===== config.mk =====
export PLATFORM = sky130hd
export DESIGN_NAME = encoder32_5_pend
export DESIGN_NICKNAME = d
export VERILOG_FILES = /design/src/rtl/encoder32_5_pend_pkg.sv /design/src/rtl/encoder32_5_pend_lsb_prio_enc.sv /design/src/rtl/encoder32_5_pend.sv
export SDC_FILE = /design/constraint.sdc
export NUM_CORES = 1
export LEC_CHECK = 0
export BUFFER_PORTS_ARGS = -buffer_cell sky130_fd_sc_hd__buf_2
export CORE_MARGIN = 1.5
export CORE_UTILIZATION = 52
export DETAILED_ROUTE_END_ITERATION = 10
export PLACE_DENSITY = 0.77
export SETUP_SLACK_MARGIN = 0.5
export SYNTH_ARGS = -nofsm -noshare
export SYNTH_HDL_FRONTEND = slang
export SYNTH_SLANG_ARGS = --single-unit

===== constraint.sdc =====
create_clock -name clk -period 5.1 [get_ports clk]
set_clock_uncertainty 0.1 [all_clocks]
set_input_delay 0.255 -clock clk [delete_from_list [all_inputs] [get_ports clk]]
set_output_delay 0.255 -clock clk [all_outputs]
set_load 0.02 [all_outputs]

===== src/rtl/encoder32_5_pend_pkg.sv =====
// Shared widths and the W->N one-hot decode used by the
// 32-to-5 pending-request encoder and its decoder twin.
package encoder32_5_pend_pkg;

  localparam int W = 5;
  localparam int N = 32;

  function automatic logic [N-1:0] onehot(input logic [W-1:0] idx);
    logic [N-1:0] v;
    v      = '0;
    v[idx] = 1'b1;
    return v;
  endfunction

endpackage


===== src/rtl/encoder32_5_pend_lsb_prio_enc.sv =====
// Combinational N->W encoder: index of the lowest set bit
// plus an any-set flag; mirror of the 5-to-32 decoder.
module lsb_prio_enc
  import encoder32_5_pend_pkg::*;
(
  input  logic [N-1:0] vec_i,
  output logic [W-1:0] idx_o,
  output logic         any_o
);

  always_comb begin
    idx_o = '0;
    any_o = |vec_i;
    for (int i = N - 1; i >= 0; i--) begin
      if (vec_i[i]) idx_o = W'(i);
    end
  end

endmodule


===== src/rtl/encoder32_5_pend.sv =====
// Sequential 32-to-5 priority encoder: latches request pulses,
// presents the lowest pending index with a valid/ack handshake.
module encoder32_5_pend
  import encoder32_5_pend_pkg::*;
(
  input  logic         clk,
  input  logic         rst,
  input  logic [N-1:0] L,
  input  logic         E,
  input  logic         A,
  output logic [W-1:0] B,
  output logic         V,
  output logic         O,
  output logic [W:0]   P
);

  function automatic logic [W:0] popcount(input logic [N-1:0] v);
    logic [W:0] c;
    c = '0;
    for (int i = 0; i < N; i++) c = c + (W+1)'(v[i]);
    return c;
  endfunction

  logic [N-1:0] pend_q, pend_d;
  logic [W-1:0] b_q, b_d;
  logic         v_q, v_d;
  logic         o_q, o_d;
  logic [W:0]   p_q, p_d;

  logic         acc;
  logic [N-1:0] clr, req, kept;
  logic [W-1:0] enc_idx;
  logic         enc_any;

  lsb_prio_enc u_enc (
    .vec_i (pend_d),
    .idx_o (enc_idx),
    .any_o (enc_any)
  );

  always_comb begin
    acc    = v_q & A;
    clr    = acc ? onehot(b_q) : '0;
    req    = E ? L : '0;
    kept   = pend_q & ~clr;
    pend_d = kept | req;
    p_d    = popcount(pend_d);
    // A request hitting a still-pending line merges and is lost.
    o_d    = o_q | (|(req & kept));
    b_d    = b_q;
    v_d    = v_q;
    if (!v_q || acc) begin
      b_d = enc_idx;
      v_d = enc_any;
    end
  end

  always_ff @(posedge clk) begin
    if (rst) begin
      pend_q <= '0;
      b_q    <= '0;
      v_q    <= 1'b0;
      o_q    <= 1'b0;
      p_q    <= '0;
    end else begin
      pend_q <= pend_d;
      b_q    <= b_d;
      v_q    <= v_d;
      o_q    <= o_d;
      p_q    <= p_d;
    end
  end

  assign B = b_q;
  assign V = v_q;
  assign O = o_q;
  assign P = p_q;

endmodule


Word-level counts from Yosys, hierarchy flattened
Index checks and enable logic that the tools add are counted.
- bits in registers: 45
- bits of input ports: 36
- output and inout bits: 13
- logic and storage cells: 85
- $add $sub $neg: 31
- order comparisons: 2
- muxes and demuxes: 36
- bitwise gates (word level): 6
- reduce and logical (&&, ||, !) cells: 5
- operators with widths (kind ; count):
    two-way mux 5 bit ; 32
    adder 6 x 1 -> 6 bit ; 26
    AND 32 bit ; 2
    two-way mux 32 bit ; 2
    OR reduction 32 bit ; 2
    inverter 32 bit ; 1
    bitwise OR 32 bit ; 1
    adder 5 x 1 -> 6 bit ; 1
    less-than comparator 5 x 6 -> 1 bit (second input constant) ; 1
    adder 4 x 1 -> 5 bit ; 1
    demux 1 bit (select 5 bit) ; 1
    >= comparator 5 x 1 -> 1 bit (second input constant) ; 1
    adder 3 x 1 -> 4 bit ; 1
    adder 2 x 1 -> 3 bit ; 1
    adder 1 x 1 -> 2 bit ; 1
    AND 1 bit ; 1
    logical AND 1 bit ; 1
    logical NOT 1 bit ; 1
    logical OR 1 bit ; 1
    two-way mux 1 bit ; 1
    bitwise OR 1 bit ; 1

Longest topological paths before layout
Gate-level depths: netlist (run 1).
- depth after elaboration: 40
- depth in mapped cells: 23
- depth with buffers taken out: 21

Modules after synthesis
From an unflattened synthesis (run 1), not the netlist that was laid out.
- cell total of the unflattened synthesis: 416
- area total of the unflattened synthesis: 3323.2 µm²
- modules (own cells, without submodules) (module ; instances ; cells each ; area each (µm²) ; sequential area each (µm²)):
    encoder32_5_pend ; 1 ; 351 ; 2937.8 ; 900.9
    lsb_prio_enc ; 1 ; 65 ; 385.4 ; 0.0

Least setup slack after synthesis (run 1)
Ideal clock, no wire load.
- path type: register -> register
- start: register b_q[4], in the netlist B[4]
- end: register p_q[4], in the netlist P[4]
- library setup time: 0.128 ns
- data arrival time: 5.457 ns
- data required time: 4.872 ns
- setup slack: -0.585 ns
- cell stages (with the launch flop): 21
- buffers on the path: 0
- clock period less this slack: 5.685 ns
- cell sequence: dfxtp_1 -> or3b_1 -> o21a_1 -> a21oi_1 -> fa_1 -> fa_1 -> inv_1 -> fa_1 -> inv_1 -> fa_1 -> fa_1 -> fa_1 -> inv_1 -> ha_1 -> inv_1 -> fa_1 -> inv_1 -> a21o_1 -> a21oi_1 -> xor2_1 -> nor2_1
- longest elaborated chain between the ends: 39
- elaborated cells between the ends (all ways): 40
- classes of those cells: 31 x add/sub; 2 x order compare; 3 x mux; 3 x bitwise; 1 x reduce/logical
- ends and longest elaborated chain (item ; RTL line ; RTL):
    from (decl) ; encoder32_5_pend.sv:25 ; logic [W-1:0] b_q, b_d;
    from (signal assigned) ; encoder32_5_pend.sv:61 ; b_q <= '0;
    from (signal assigned) ; encoder32_5_pend.sv:67 ; b_q <= b_d;
    less-than comparator 5 x 6 -> 1 bit (implied by the code) / >= comparator 5 x 1 -> 1 bit (equally long branches) ; encoder32_5_pend_pkg.sv:11 ; v[idx] = 1'b1;
    logical AND 1 bit (implied by the code) ; encoder32_5_pend_pkg.sv:11 ;
    two-way mux 1 bit (implied by the code) ; encoder32_5_pend_pkg.sv:11 ;
    demux 1 bit (select 5 bit) (*) ; encoder32_5_pend_pkg.sv:11 ;
    two-way mux 32 bit (*) ; encoder32_5_pend.sv:43 ; clr = acc ? onehot(b_q) : '0;
    inverter 32 bit (*) ; encoder32_5_pend.sv:45 ; kept = pend_q & ~clr;
    AND 32 bit (*) ; encoder32_5_pend.sv:45 ;
    bitwise OR 32 bit (*) ; encoder32_5_pend.sv:46 ; pend_d = kept | req;
    adder 1 x 1 -> 2 bit ; encoder32_5_pend.sv:20 ; for (int i = 0; i < N; i++) c = c + (W+1)'(v[i]);
    adder 2 x 1 -> 3 bit ; encoder32_5_pend.sv:20 ;
    adder 3 x 1 -> 4 bit ; encoder32_5_pend.sv:20 ;
    adder 4 x 1 -> 5 bit ; encoder32_5_pend.sv:20 ;
    adder 5 x 1 -> 6 bit ; encoder32_5_pend.sv:20 ;
    adder 6 x 1 -> 6 bit (25 in series) ; encoder32_5_pend.sv:20 ;
    adder 6 x 1 -> 6 bit (*) ; encoder32_5_pend.sv:20 ;
    to (signal assigned) ; encoder32_5_pend.sv:70 ; p_q <= p_d;
    to (decl) ; encoder32_5_pend.sv:28 ; logic [W:0] p_q, p_d;
Every way passes the cells marked *; elsewhere a longest branch is shown, timed or not.
A chain may end at the register's enable or synchronous reset.

Final worst setup path (run 1)
- start: register b_q[2], in the netlist B[2]
- end: register p_q[4], in the netlist P[4]
- longest elaborated chain between the ends: 39
- elaborated cells between the ends (all ways): 40
- classes of those cells: 31 x add/sub; 2 x order compare; 3 x mux; 3 x bitwise; 1 x reduce/logical
- ends and longest elaborated chain (item ; RTL line ; RTL):
    less-than comparator 5 x 6 -> 1 bit (implied by the code) / >= comparator 5 x 1 -> 1 bit (equally long branches) ; encoder32_5_pend_pkg.sv:11 ;
    logical AND 1 bit (implied by the code) ; encoder32_5_pend_pkg.sv:11 ;
    two-way mux 1 bit (implied by the code) ; encoder32_5_pend_pkg.sv:11 ;
    demux 1 bit (select 5 bit) (*) ; encoder32_5_pend_pkg.sv:11 ;
    two-way mux 32 bit (*) ; encoder32_5_pend.sv:43 ;
    inverter 32 bit (*) ; encoder32_5_pend.sv:45 ;
    AND 32 bit (*) ; encoder32_5_pend.sv:45 ;
    bitwise OR 32 bit (*) ; encoder32_5_pend.sv:46 ;
    named net pend_d[1] ; encoder32_5_pend.sv:24 ; logic [N-1:0] pend_q, pend_d;
    adder 1 x 1 -> 2 bit (*) ; encoder32_5_pend.sv:20 ;
    adder 2 x 1 -> 3 bit (*) ; encoder32_5_pend.sv:20 ;
    adder 3 x 1 -> 4 bit (*) ; encoder32_5_pend.sv:20 ;
    adder 4 x 1 -> 5 bit (*) ; encoder32_5_pend.sv:20 ;
    adder 5 x 1 -> 6 bit (*) ; encoder32_5_pend.sv:20 ;
    adder 6 x 1 -> 6 bit (*) (26 in series) ; encoder32_5_pend.sv:20 ;
The timed path passes the listed nets; every way through them passes the cells marked *.

==> results of run 1 <==
==> timing repair <==
item                                    CTS  global route
endpoints found under the setup margin    6             6
pin swaps                                 2             3
buffers inserted                          3             1
resized for setup                         2             4
==> path summary, 6_finish.rpt <==
path                             from         end  slack, ns  cells after the start
worst max-delay path             B[2]        P[4]      -0.45                     19
worst min-delay path            L[16]  pend_q[16]       0.14                      3
worst max register to register   B[2]        P[4]      -0.45                     19
worst min register to register      O           O       0.34                      2
==> critical path: cells and delay by family (launching register included) <==
family,cells,cell delay [ns]
flops,1,0.37
xor+xnor,1,0.16
simple gates,2,0.47
buf+inv,4,0.19
fa+ha+maj,8,3.38
compound gates,4,0.72
==> cells in the mapped netlist (all sizes together) (5+ instances only) <==
cell type / number
nor2: 35
nand3: 7
o21a: 16
o21ai: 18
ha: 9
a21o: 8
fa: 23
a21oi: 24
buf: 5
inv: 58
nand2: 33
nand3b: 5
nor2b: 8
a221o: 5
a21boi: 7
and2: 11
o211ai: 9
clkbuf: 11
dfxtp: 45
==> layer usage <==
layer | vias to the layer above | wire [µm]
met5 | - | 0
met1 | 1691 | 4480
li1 | 1640 | -
met3 | 27 | 689
met4 | 0 | 304
met2 | 139 | 5180
==> cell families (layout without fill, tap and decap cells) <==
group,after synthesis,after routing,share of synthesized area (%)
AOI/OAI and AO/OA,123,123,26.2
xor gates and xnor gates,4,4,1.04
adders and majority gates,32,32,17.0
buffers and inverters,74,182,8.36
DFF,45,45,26.8
and+or+nand+nor,131,131,20.6
==> power by group <==
group          internal (W)  switching [W]  leakage, nW
clock              0.000111       0.000121       0.0455
combinational      0.000863       0.000907         1.63
sequential         0.000402      0.0000167        0.377
total               0.00138        0.00105         2.05
==> layout by cell type, fill, tap and decap left out, drive strengths merged, types with 4 or more instances in the layout <==
cell and instances:
o211ai 9, nand3b 5, nand3 7, nor2 35
clkbuf 8, or3 4, a21o 8, xor2 4
ha 9, a21boi 7, a21oi 24, buf 116
o21ai 18, and3 4, and2 11, fa 23
dfxtp 45, a221o 5, a2111o 4, nand2 33
inv 58, a211oi 4, nand4b 4, o21a 16
nor2b 8
==> per-stage QoR <==
stage	hold slack, ns	cells	instance area, µm²	total power (W)
2_1_floorplan	0.307	409	3440	0.00165
3_3_place_gp	0.332	582	4200	0.00207
3_5_place_dp	0.334	582	4200	0.00213
4_1_cts	0.136	593	4310	0.00245
5_1_grt	0.148	594	4340	0.00269
6_report	0.142	594	4340	0.00242
==> registers in the layout (all words and copies together), names as in the netlist <==
name,count
P,6
V,1
O,1
B,5
pend_q,32
==> cell type report <==
| type | instances | area [µm²] |
|---|---|---|
| well taps | 77 | 96.3 |
| multi-input cells | 290 | 2240 |
| clock buffers | 8 | 90.1 |
| flip-flops and latches | 45 | 921 |
| repair buffers | 116 | 767 |
| fillers | 548 | 1980 |
| inverters | 58 | 218 |
==> reports/metrics.csv, run 1 <==
stage;metric;value;unit
routing;Via Count;3497;
global_routing;met2 Use GR;53.7;%
floorplanning;DIE AREA;0.00697;mm²
critical_path;Slowest cell on crit path;fa_1;
routing;vias per cell;5.89;
pwr;Lkg Pwr;2.05;nW
placement;hpwl dp;8.53;mm
yosys;Area contributors post-synth;dfxtp_1 27%, fa_1 14%, inv_1 6.5%;
sta;final worst setup slack;-0.448;ns
routing;Pre-antenna DRT Iters;5;
sta;Worst-Margin Slew;0.962;ns
placement;pre-CTS setup slack;-0.405;ns
critical_path;largest driver fanout on the critical path;7;
clock_network;H-tree Lvls;2;
pwr;worst ir drop on vdd;1240;µV
yosys;Post-Synthesis Cells;409;
global_routing;first-pass GRT wire length;17.3;mm
sta;# setup viols final;5;
sta;final period utilization;109;%
placement;PortBufs;48;
clock_network;clk buf depth;2;
critical_path;slowest stage delay, CP;0.54;ns
floorplanning;# rows;29;
global_routing;GRT overflow;0;
yosys;Post-synth top flop;dfxtp_1;
routing;Final ANT Viol Nets;0;
floorplanning;CORE AREA;0.00631;mm²
clock_network;CTS sink count;45;
critical_path;crit end category;flip-flop;
sta;final hold violation count;0;
yosys;number of synthesized register bits;45;
floorplanning;effective utilization at floorplan;53.3;%
final_layout;share of layout cells above drive strength 1;29.8;%
clock_network;clk slew on worst S/H paths;0.08;ns
yosys;Synth Net Count;477;
yosys;Mapped Avg Cell Area;8.23;µm²
sta;setup TNS;-1.49;ns
yosys;Synth async-reset ratio;0;%
critical_path;Top cell by count, worst path;fa_1;
sta;fin crit period;5.55;ns
yosys;Synth cell types;61;
sta;max-slew violations;0;
floorplanning;io pins;49;
global_routing;vias in the first global route;3502;
sta;Max Clk Rate;180;MHz
final_layout;Core Util, Final;68.7;%
routing;Initial DRC Count;384;
status;status;finished, violations left;
yosys;register area share after synthesis;26.8;%
yosys;Synth top area share;26.8;%
sta;RSZ-0062 raised after global routing;yes;
placement;Final Wtd Congestion;0.979;
critical_path;Crit Path Category;reg -> reg;
yosys;number of synthesized flops with an enable pin;0;
critical_path;arrival time worst endpoint;5.60;ns
final_layout;Area Growth Syn to Fin;28.8;%
global_routing;GR peak layer;met2;
routing;routed len/inst;17.9;µm
global_routing;met1 Track Usage GR;41.6;%
critical_path;Req. time, crit path;5.16;ns
critical_path;CP Launch Type;flip-flop;
global_routing;met3 Resource Use GR;4.35;%
yosys;Yosys top cell by area;dfxtp_1;
global_routing;Total GRT Usage;31.5;%
routing;# DRC;0;
final_layout;NumNets Final;584;
status;failing checks;negative setup slack;
clock_network;clk_lat worst skew;0.30;ns
routing;final wirelength;10.7;mm
global_routing;initial antenna violation count;0;
clock_network;Root Buffer;clkbuf_8;
yosys;synthesized area;0.00337;mm²
final_layout;Ant. Diodes;0;
run;# Max-Cap Violations;0;
hold_path;worst hold path class;in -> reg;
floorplanning;Die Wd;83.5;µm
global_routing;pin count of the biggest net entering global routing;48;
clock_network;Hold Buf Count CTS;0;
sta;relative max-transition margin;35.9;%
floorplanning;die height;83.5;µm
clock_network;CTS tree;yes;
yosys;Yosys warnings;0;
clock_network;Num CTS Buffers;5;
critical_path;CP Cell Sequence;or3_4 > o21a_1 > a21o_1 > fa_1 > fa_1 > inv_2 > fa_1 > fa_1 > fa_1 > fa_1 > inv_2 > ha_4 > inv_2 > fa_2 > inv_1 > a21o_1 > a21oi_2 > xor2_1 > nor2_1;
pwr;PD cells;559;mW/mm²
Note: power is estimated with default switching activity, not from simulation.
==> run 2, diff against run 1 <==
--- a/config.mk
+++ b/config.mk
@@ -6,10 +6,12 @@
 export NUM_CORES = 1
 export LEC_CHECK = 0
 export BUFFER_PORTS_ARGS = -buffer_cell sky130_fd_sc_hd__buf_2
+export CELL_PAD_IN_SITES_DETAIL_PLACEMENT = 1
+export CELL_PAD_IN_SITES_GLOBAL_PLACEMENT = 2
 export CORE_MARGIN = 1.5
-export CORE_UTILIZATION = 52
+export CORE_UTILIZATION = 31
 export DETAILED_ROUTE_END_ITERATION = 10
-export PLACE_DENSITY = 0.77
+export PLACE_DENSITY_LB_ADDON = 0.1
 export SETUP_SLACK_MARGIN = 0.5
 export SYNTH_ARGS = -nofsm -noshare
 export SYNTH_HDL_FRONTEND = slang
==> run 2 against run 1 <==
  * The flow still finishes with violations (negative setup slack)
  * Via count fell by 0.77%
  * Design area rose by 4.6%
  * Utilization fell by 25 points
  * Final cell count rose by 13%
  * Combinational power rose by 14%
  * First-iteration DRC count fell by 44%
  * Clock-buffer cell count fell by 3
  * Total power rose by 10%
  * Routed wire length rose by 30%
  * Critical endpoint unchanged
==> reports/metrics.csv, run 2 (synthesis results as in run 1) <==
stage;metric;value;unit;change
status;status;finished, violations left;;
status;failing checks;negative setup slack;;
global_routing;GRT overflow;0;;unchanged
sta;final hold slack;0.122;ns;-0.0199 ns
sta;final hold violation count;0;;unchanged
sta;fin crit period;5.59;ns;+0.0376 ns
final_layout;Core Util, Final;43.6;%;-25 points
sta;final period utilization;110;%;+0.74 points
pwr;sequential power share;15.7;%;-1.6 points
sta;max-slew violations;0;;unchanged
critical_path;slowest stage delay, CP;0.55;ns;about the same
final_layout;Top reg by flops;pend_q;;
global_routing;Total GRT Usage;25.2;%;-6.3 points
critical_path;Top Family by Delay on Critical Path;adder cells;;
clock_network;clk buf depth;2;;unchanged
global_routing;first-pass GRT wire length;21.4;mm;+23%
critical_path;worst path bufs/invs;7;;+3
critical_path;CP Launch Type;flip-flop;;
clock_network;CTS sink count;45;;unchanged
pwr;P_int;0.00143;W;+4.2%
final_layout;share of layout cells above drive strength 1;32.1;%;+2.3 points
routing;Final ANT Viol Nets;0;;unchanged
placement;PortBufs;48;;unchanged
global_routing;initial antenna violation count;0;;unchanged
clock_network;CTS tree;yes;;
critical_path;Top cell by count, worst path;fa_1;;
critical_path;Crit Path Category;reg -> reg;;
pwr;Psw;0.00123;W;+18%
critical_path;Slowest cell on crit path;fa_1;;
critical_path;arrival time worst endpoint;5.66;ns;+0.06 ns
clock_network;Num CTS Buffers;5;;unchanged
routing;Pre-antenna DRT Iters;4;;-1
placement;Final Wtd Congestion;0.986;;+0.72%
routing;Via Count;3470;;-0.77%
routing;final wirelength;13.9;mm;+30%
routing;# DRC;0;;unchanged
critical_path;largest driver fanout on the critical path;4;;-3
hold_path;worst hold path class;in -> reg;;
floorplanning;die height;107;µm;+28%
clock_network;Hold Buf Count CTS;0;;unchanged
placement;hpwl dp;11.1;mm;+30%
pwr;worst ir drop on vdd;1440;µV;+16%
placement;pre-CTS setup slack;-0.515;ns;-0.110 ns
sta;RSZ-0062 raised after global routing;yes;;
sta;Worst-Margin Slew;0.989;ns;+0.0267 ns
final_layout;area occupied by registers;921;µm²;unchanged
sta;relative max-transition margin;34.1;%;-1.8 points
run;# Max-Cap Violations;0;;unchanged
final_layout;NumNets Final;600;;+2.7%
clock_network;clk slew on worst S/H paths;0.10;ns;+0.02 ns
critical_path;CP Cell Sequence;buf_6 > nand4b_1 > buf_4 > buf_6 > o21a_1 > a21o_1 > fa_1 > fa_1 > inv_1 > fa_1 > fa_1 > fa_1 > fa_1 > inv_2 > ha_4 > inv_2 > fa_2 > inv_1 > a21o_1 > a21oi_2 > xor2_1 > nor2_1;;
clock_network;H-tree Lvls;2;;unchanged
sta;# setup viols final;5;;unchanged
floorplanning;io pins;49;;unchanged
critical_path;Req. time, crit path;5.18;ns;+0.02 ns
global_routing;vias in the first global route;3746;;+7.0%
pwr;Gate power share;75.4;%;+2.3 points
floorplanning;effective utilization at floorplan;32.3;%;-21 points
final_layout;most frequent cells in the layout;79 x buf_4, 54 x inv_1, 48 x buf_2;;
floorplanning;DIE AREA;0.0115;mm²;+65%
sta;setup TNS;-1.68;ns;-0.192 ns
final_layout;Area Growth Syn to Fin;34.7;%;
critical_path;FF-to-FF setup slack;-0.49;ns;-0.04 ns
pwr;Lkg Pwr;2.13;nW;+3.9%
final_layout;most common cell after layout, fill and taps aside;buf_4;;
clock_network;clk_lat worst skew;0.31;ns;about the same
final_layout;Ant. Diodes;0;;unchanged
pwr;total power;0.00267;W;+10%
floorplanning;CORE AREA;0.0104;mm²;+65%
routing;Initial DRC Count;216;;-44%
floorplanning;Die Wd;107;µm;+28%
global_routing;pin count of the biggest net entering global routing;48;;unchanged
sta;Max Clk Rate;179;MHz;-0.67%
routing;routed len/inst;20.8;µm;+16%
pwr;PD cells;588;mW/mm²;+5.3%
floorplanning;# rows;37;;+28%
clock_network;Root Buffer;clkbuf_8;;
pwr;Clock Power Share;8.9;%;-0.7 points
critical_path;crit end category;flip-flop;;
routing;vias per cell;5.19;;-12%
final_layout;max reg flops;32;;unchanged
sta;final worst setup slack;-0.485;ns;-0.0376 ns
final_layout;layout filler cell count;1297;;+140%
final_layout;area of the multi-input gates;0.00225;mm²;+0.22%
pwr;sw frac;46.2;%;+3.1 points
[run 2: changes by cell type in the layout (fill, tap and decap cells not counted), sizes merged]
cell / previous run / this run
buf: 116 / 132
clkinv: 0 / 3
clkbuf: 8 / 5
[run 2: stage by stage]
step | instances | cell area [µm²]
after floorplan | 409 | 3440
after global placement | 650 | 4340
after detailed placement | 650 | 4340
after CTS | 666 | 4500
after global routing | 669 | 4540
final | 669 | 4540
[run 2: timing repair]
item	CTS	global route
gates resized for setup	8	3
setup buffers	7	3
cloned	1	0
setup endpoints to repair	6	6
pin swaps	1	3
[run 2: power groups by stage]
stage / clock [W] / combinational (W) / sequential [W]
detailed placement: 0 / 0.00190 / 0.000426
CTS: 0.000240 / 0.00194 / 0.000419
floorplan: 0 / 0.00121 / 0.000448
finish: 0.000236 / 0.00201 / 0.000420
global placement: 0 / 0.00180 / 0.000426
global route: 0.000258 / 0.00229 / 0.000423
[run 2: worst paths after layout]
path	startpoint	end	cells after the start
setup reg to reg	B[0]	P[4]	22
hold reg to reg	O	O	2
hold / removal	L[22]	pend_q[22]	3
setup / recovery	B[0]	P[4]	22
[run 2: final cells by class]
class,instances,area share [%]
clock buffer,5,1.52
clock inverter,3,0.276
inverter,58,4.80
multi-input combinational,290,49.6
sequential,45,20.3
tap,136,3.75
timing repair buffer,132,19.8
[run 2: worst reg2reg max path, cell delays in order, from the launching register on]
cell      delay, ns
dfxtp_4        0.36
buf_6          0.09
nand4b_1       0.14
buf_4          0.18
buf_6          0.13
o21a_1         0.17
a21o_1         0.18
fa_1           0.48
fa_1           0.51
inv_1          0.05
fa_1           0.47
fa_1           0.55
fa_1           0.46
fa_1           0.54
inv_2          0.05
ha_4           0.15
inv_2          0.05
fa_2           0.18
inv_1          0.05
a21o_1         0.19
a21oi_2        0.14
xor2_1         0.16
nor2_1         0.05
[run 2: routing by layer]
layer | vias up | GRT usage (%) | routed length [µm]
met4 | 0 | 5.90 | 237
met1 | 1702 | 32.1 | 6150
met3 | 18 | 4.50 | 541
met2 | 75 | 44.0 | 6950
met5 | - | 0 | 0
li1 | 1675 | - | -
==> run 3, diff against run 2 <==
==> constraint.sdc (replaced) <==
create_clock -name clk -period 5.1 [get_ports clk]
set_clock_uncertainty 0.1 [all_clocks]
set_input_delay 0.765 -clock clk [delete_from_list [all_inputs] [get_ports clk]]
set_output_delay 0.765 -clock clk [all_outputs]
set_load 0.02 [all_outputs]
==> run 3 against run 2 <==
  * The run still ends with negative setup slack left
  * Clock-buffer cell count rose by 1
  * Final cell count rose by 0.60%
  * Utilization rose by 0.48 points
  * Via count rose by 0.35%
  * Highest routed layer unchanged
==> reports/metrics.csv, run 3 (synthesis results as in run 1) <==
stage;metric;value;unit;change
sta;fin crit period;5.56;ns;-0.0216 ns
global_routing;initial antenna violation count;0;;unchanged
run;# Max-Cap Violations;0;;unchanged
critical_path;slowest stage delay, CP;0.56;ns;about the same
sta;final worst setup slack;-0.464;ns;+0.0216 ns
routing;final wirelength;12.9;mm;-7.1%
pwr;PD cells;553;mW/mm²;-6.0%
critical_path;arrival time worst endpoint;5.65;ns;about the same
routing;# DRC;0;;unchanged
global_routing;first-pass GRT wire length;20.6;mm;-3.7%
final_layout;area occupied by registers;912;µm²;-0.95%
critical_path;Req. time, crit path;5.18;ns;about the same
status;status;finished, violations left;;
sta;final hold violation count;0;;unchanged
final_layout;layout filler cell count;1297;;unchanged
floorplanning;CORE AREA;0.0104;mm²;unchanged
routing;Final ANT Viol Nets;0;;unchanged
pwr;total power;0.00254;W;-5.0%
sta;RSZ-0062 raised after global routing;yes;;
final_layout;most common cell after layout, fill and taps aside;buf_4;;
final_layout;Top reg by flops;pend_q;;
final_layout;max reg flops;32;;unchanged
clock_network;Root Buffer;clkbuf_8;;
placement;hpwl dp;10.6;mm;-4.8%
floorplanning;io pins;49;;unchanged
final_layout;final non-filler cell total;673;;+0.60%
clock_network;Num CTS Buffers;5;;unchanged
pwr;worst ir drop on vdd;1200;µV;-17%
sta;Worst-Margin Slew;0.972;ns;-0.0162 ns
final_layout;Area Growth Syn to Fin;36.2;%;
sta;final period utilization;109;%;-0.42 points
placement;PortBufs;48;;unchanged
critical_path;Top Family by Delay on Critical Path;adder cells;;
sta;Max Clk Rate;180;MHz;+0.39%
floorplanning;# rows;37;;unchanged
sta;final hold slack;0.353;ns;+0.231 ns
critical_path;CP Cell Sequence;buf_8 > nand4_1 > buf_12 > or2_4 > a22o_4 > inv_4 > fa_1 > fa_1 > inv_1 > fa_1 > inv_1 > fa_1 > fa_1 > fa_2 > inv_2 > ha_4 > inv_2 > fa_2 > inv_1 > a21o_1 > a21oi_2 > xor2_1 > nor2_1;;
placement;Final Wtd Congestion;0.876;;-11%
clock_network;clk_lat worst skew;0.32;ns;about the same
global_routing;pin count of the biggest net entering global routing;48;;unchanged
critical_path;worst path bufs/invs;8;;+1
routing;Via Count;3482;;+0.35%
global_routing;vias in the first global route;3726;;-0.53%
clock_network;CTS tree;yes;;
final_layout;share of layout cells above drive strength 1;33.1;%;+1.1 points
final_layout;Ant. Diodes;0;;unchanged
critical_path;crit end category;flip-flop;;
global_routing;Total GRT Usage;24.3;%;-0.95 points
clock_network;CTS sink count;45;;unchanged
floorplanning;DIE AREA;0.0115;mm²;unchanged
hold_path;worst hold path class;reg -> reg;;
critical_path;largest driver fanout on the critical path;9;;+5
clock_network;H-tree Lvls;2;;unchanged
sta;# setup viols final;5;;unchanged
critical_path;Top cell by count, worst path;fa_1;;
routing;Initial DRC Count;177;;-18%
floorplanning;die height;107;µm;unchanged
status;failing checks;negative setup slack;;
clock_network;clk buf depth;2;;unchanged
critical_path;Slowest cell on crit path;fa_2;;
global_routing;GRT overflow;0;;unchanged
pwr;Lkg Pwr;2.16;nW;+1.1%
floorplanning;effective utilization at floorplan;32.3;%;unchanged
critical_path;Crit Path Category;in -> reg;;
clock_network;clk slew on worst S/H paths;0.09;ns;about the same
sta;relative max-transition margin;35.2;%;+1.1 points
routing;vias per cell;5.17;;-0.25%
final_layout;NumNets Final;604;;+0.67%
sta;max-slew violations;0;;unchanged
final_layout;most frequent cells in the layout;86 x buf_4, 53 x inv_1, 46 x buf_2;;
final_layout;area of the multi-input gates;0.00227;mm²;+1.1%
routing;Pre-antenna DRT Iters;4;;unchanged
floorplanning;Die Wd;107;µm;unchanged
routing;routed len/inst;19.2;µm;-7.7%
placement;placed cells;662;;+1.8%
critical_path;CP Launch Type;primary input;;
run 3: changes by cell type in the layout (fill, tap and decap cells not counted), moves of 2 or more:
cell | previous run | this run
buf_2 | 48 | 46
buf_4 | 79 | 86
buf_6 | 4 | 1
clkinv_1 | 2 | 0
dfxtp_1 | 39 | 42
dfxtp_4 | 5 | 3
run 3: timing repair:
item                       in CTS  in global routing
setup buffers                   1                  2
gates resized for setup        15                 10
setup endpoints to repair       6                  6
hold buffers                    0                  0
pin swaps                       3                  9
run 3: where the power goes:
group / internal [W] / switching (W) / leakage, nW
logic: 0.000910 / 0.000969 / 1.74
registers: 0.000402 / 0.0000171 / 0.375
clock network: 0.0000956 / 0.000142 / 0.0450
run 3: path summary, 6_finish.rpt:
kind,from,endpoint,slack [ns],cells after the start
max,A,P[4],-0.46,23
min,O,O,0.35,2
min reg2reg,O,O,0.35,2
max reg2reg,B[2],P[4],-0.43,20
run 3: layout make-up:
class,count,area share [%]
clock buffer,6,1.58
clock inverter,2,0.218
inverter,58,4.80
multi-input combinational,290,49.5
sequential,45,19.9
tap,136,3.71
timing repair buffer,136,20.3
run 3: through the flow:
| stage | setup TNS (ns) | util [%] | setup slack [ns] | cell area [µm²] |
|---|---|---|---|---|
| finish | -1.51 | 44.0 | -0.464 | 4590 |
| global route | -2.39 | 44.0 | -0.680 | 4590 |
| CTS | -1.61 | 43.6 | -0.483 | 4540 |
| detailed placement | -4.13 | 42.3 | -0.935 | 4410 |
| global placement | -3.76 | 42.3 | -0.850 | 4410 |
| floorplan | -2.02 | - | -0.605 | 3440 |
run 3: worst register-to-register path, cell delays in order, from the launching register on:
cell and delay (ns):
dfxtp_4 0.39, or3b_4 0.46, o21a_1 0.21, a21oi_2 0.20, fa_1 0.45, fa_1 0.54
inv_1 0.05, fa_1 0.48, inv_1 0.05, fa_1 0.49, fa_1 0.45, fa_2 0.56
inv_2 0.04, ha_4 0.15, inv_2 0.04, fa_2 0.18, inv_1 0.04, a21o_1 0.18
a21oi_2 0.14, xor2_1 0.15, nor2_1 0.05
run 3: per-layer routing:
metal / wire length (µm) / global-route usage (%) / vias to the layer above
met5: 0 / 0 / -
met4: 259 / 8.00 / 0
met3: 368 / 3.71 / 12
met2: 6180 / 39.7 / 61
met1: 6090 / 32.6 / 1729
li1: - / - / 1680
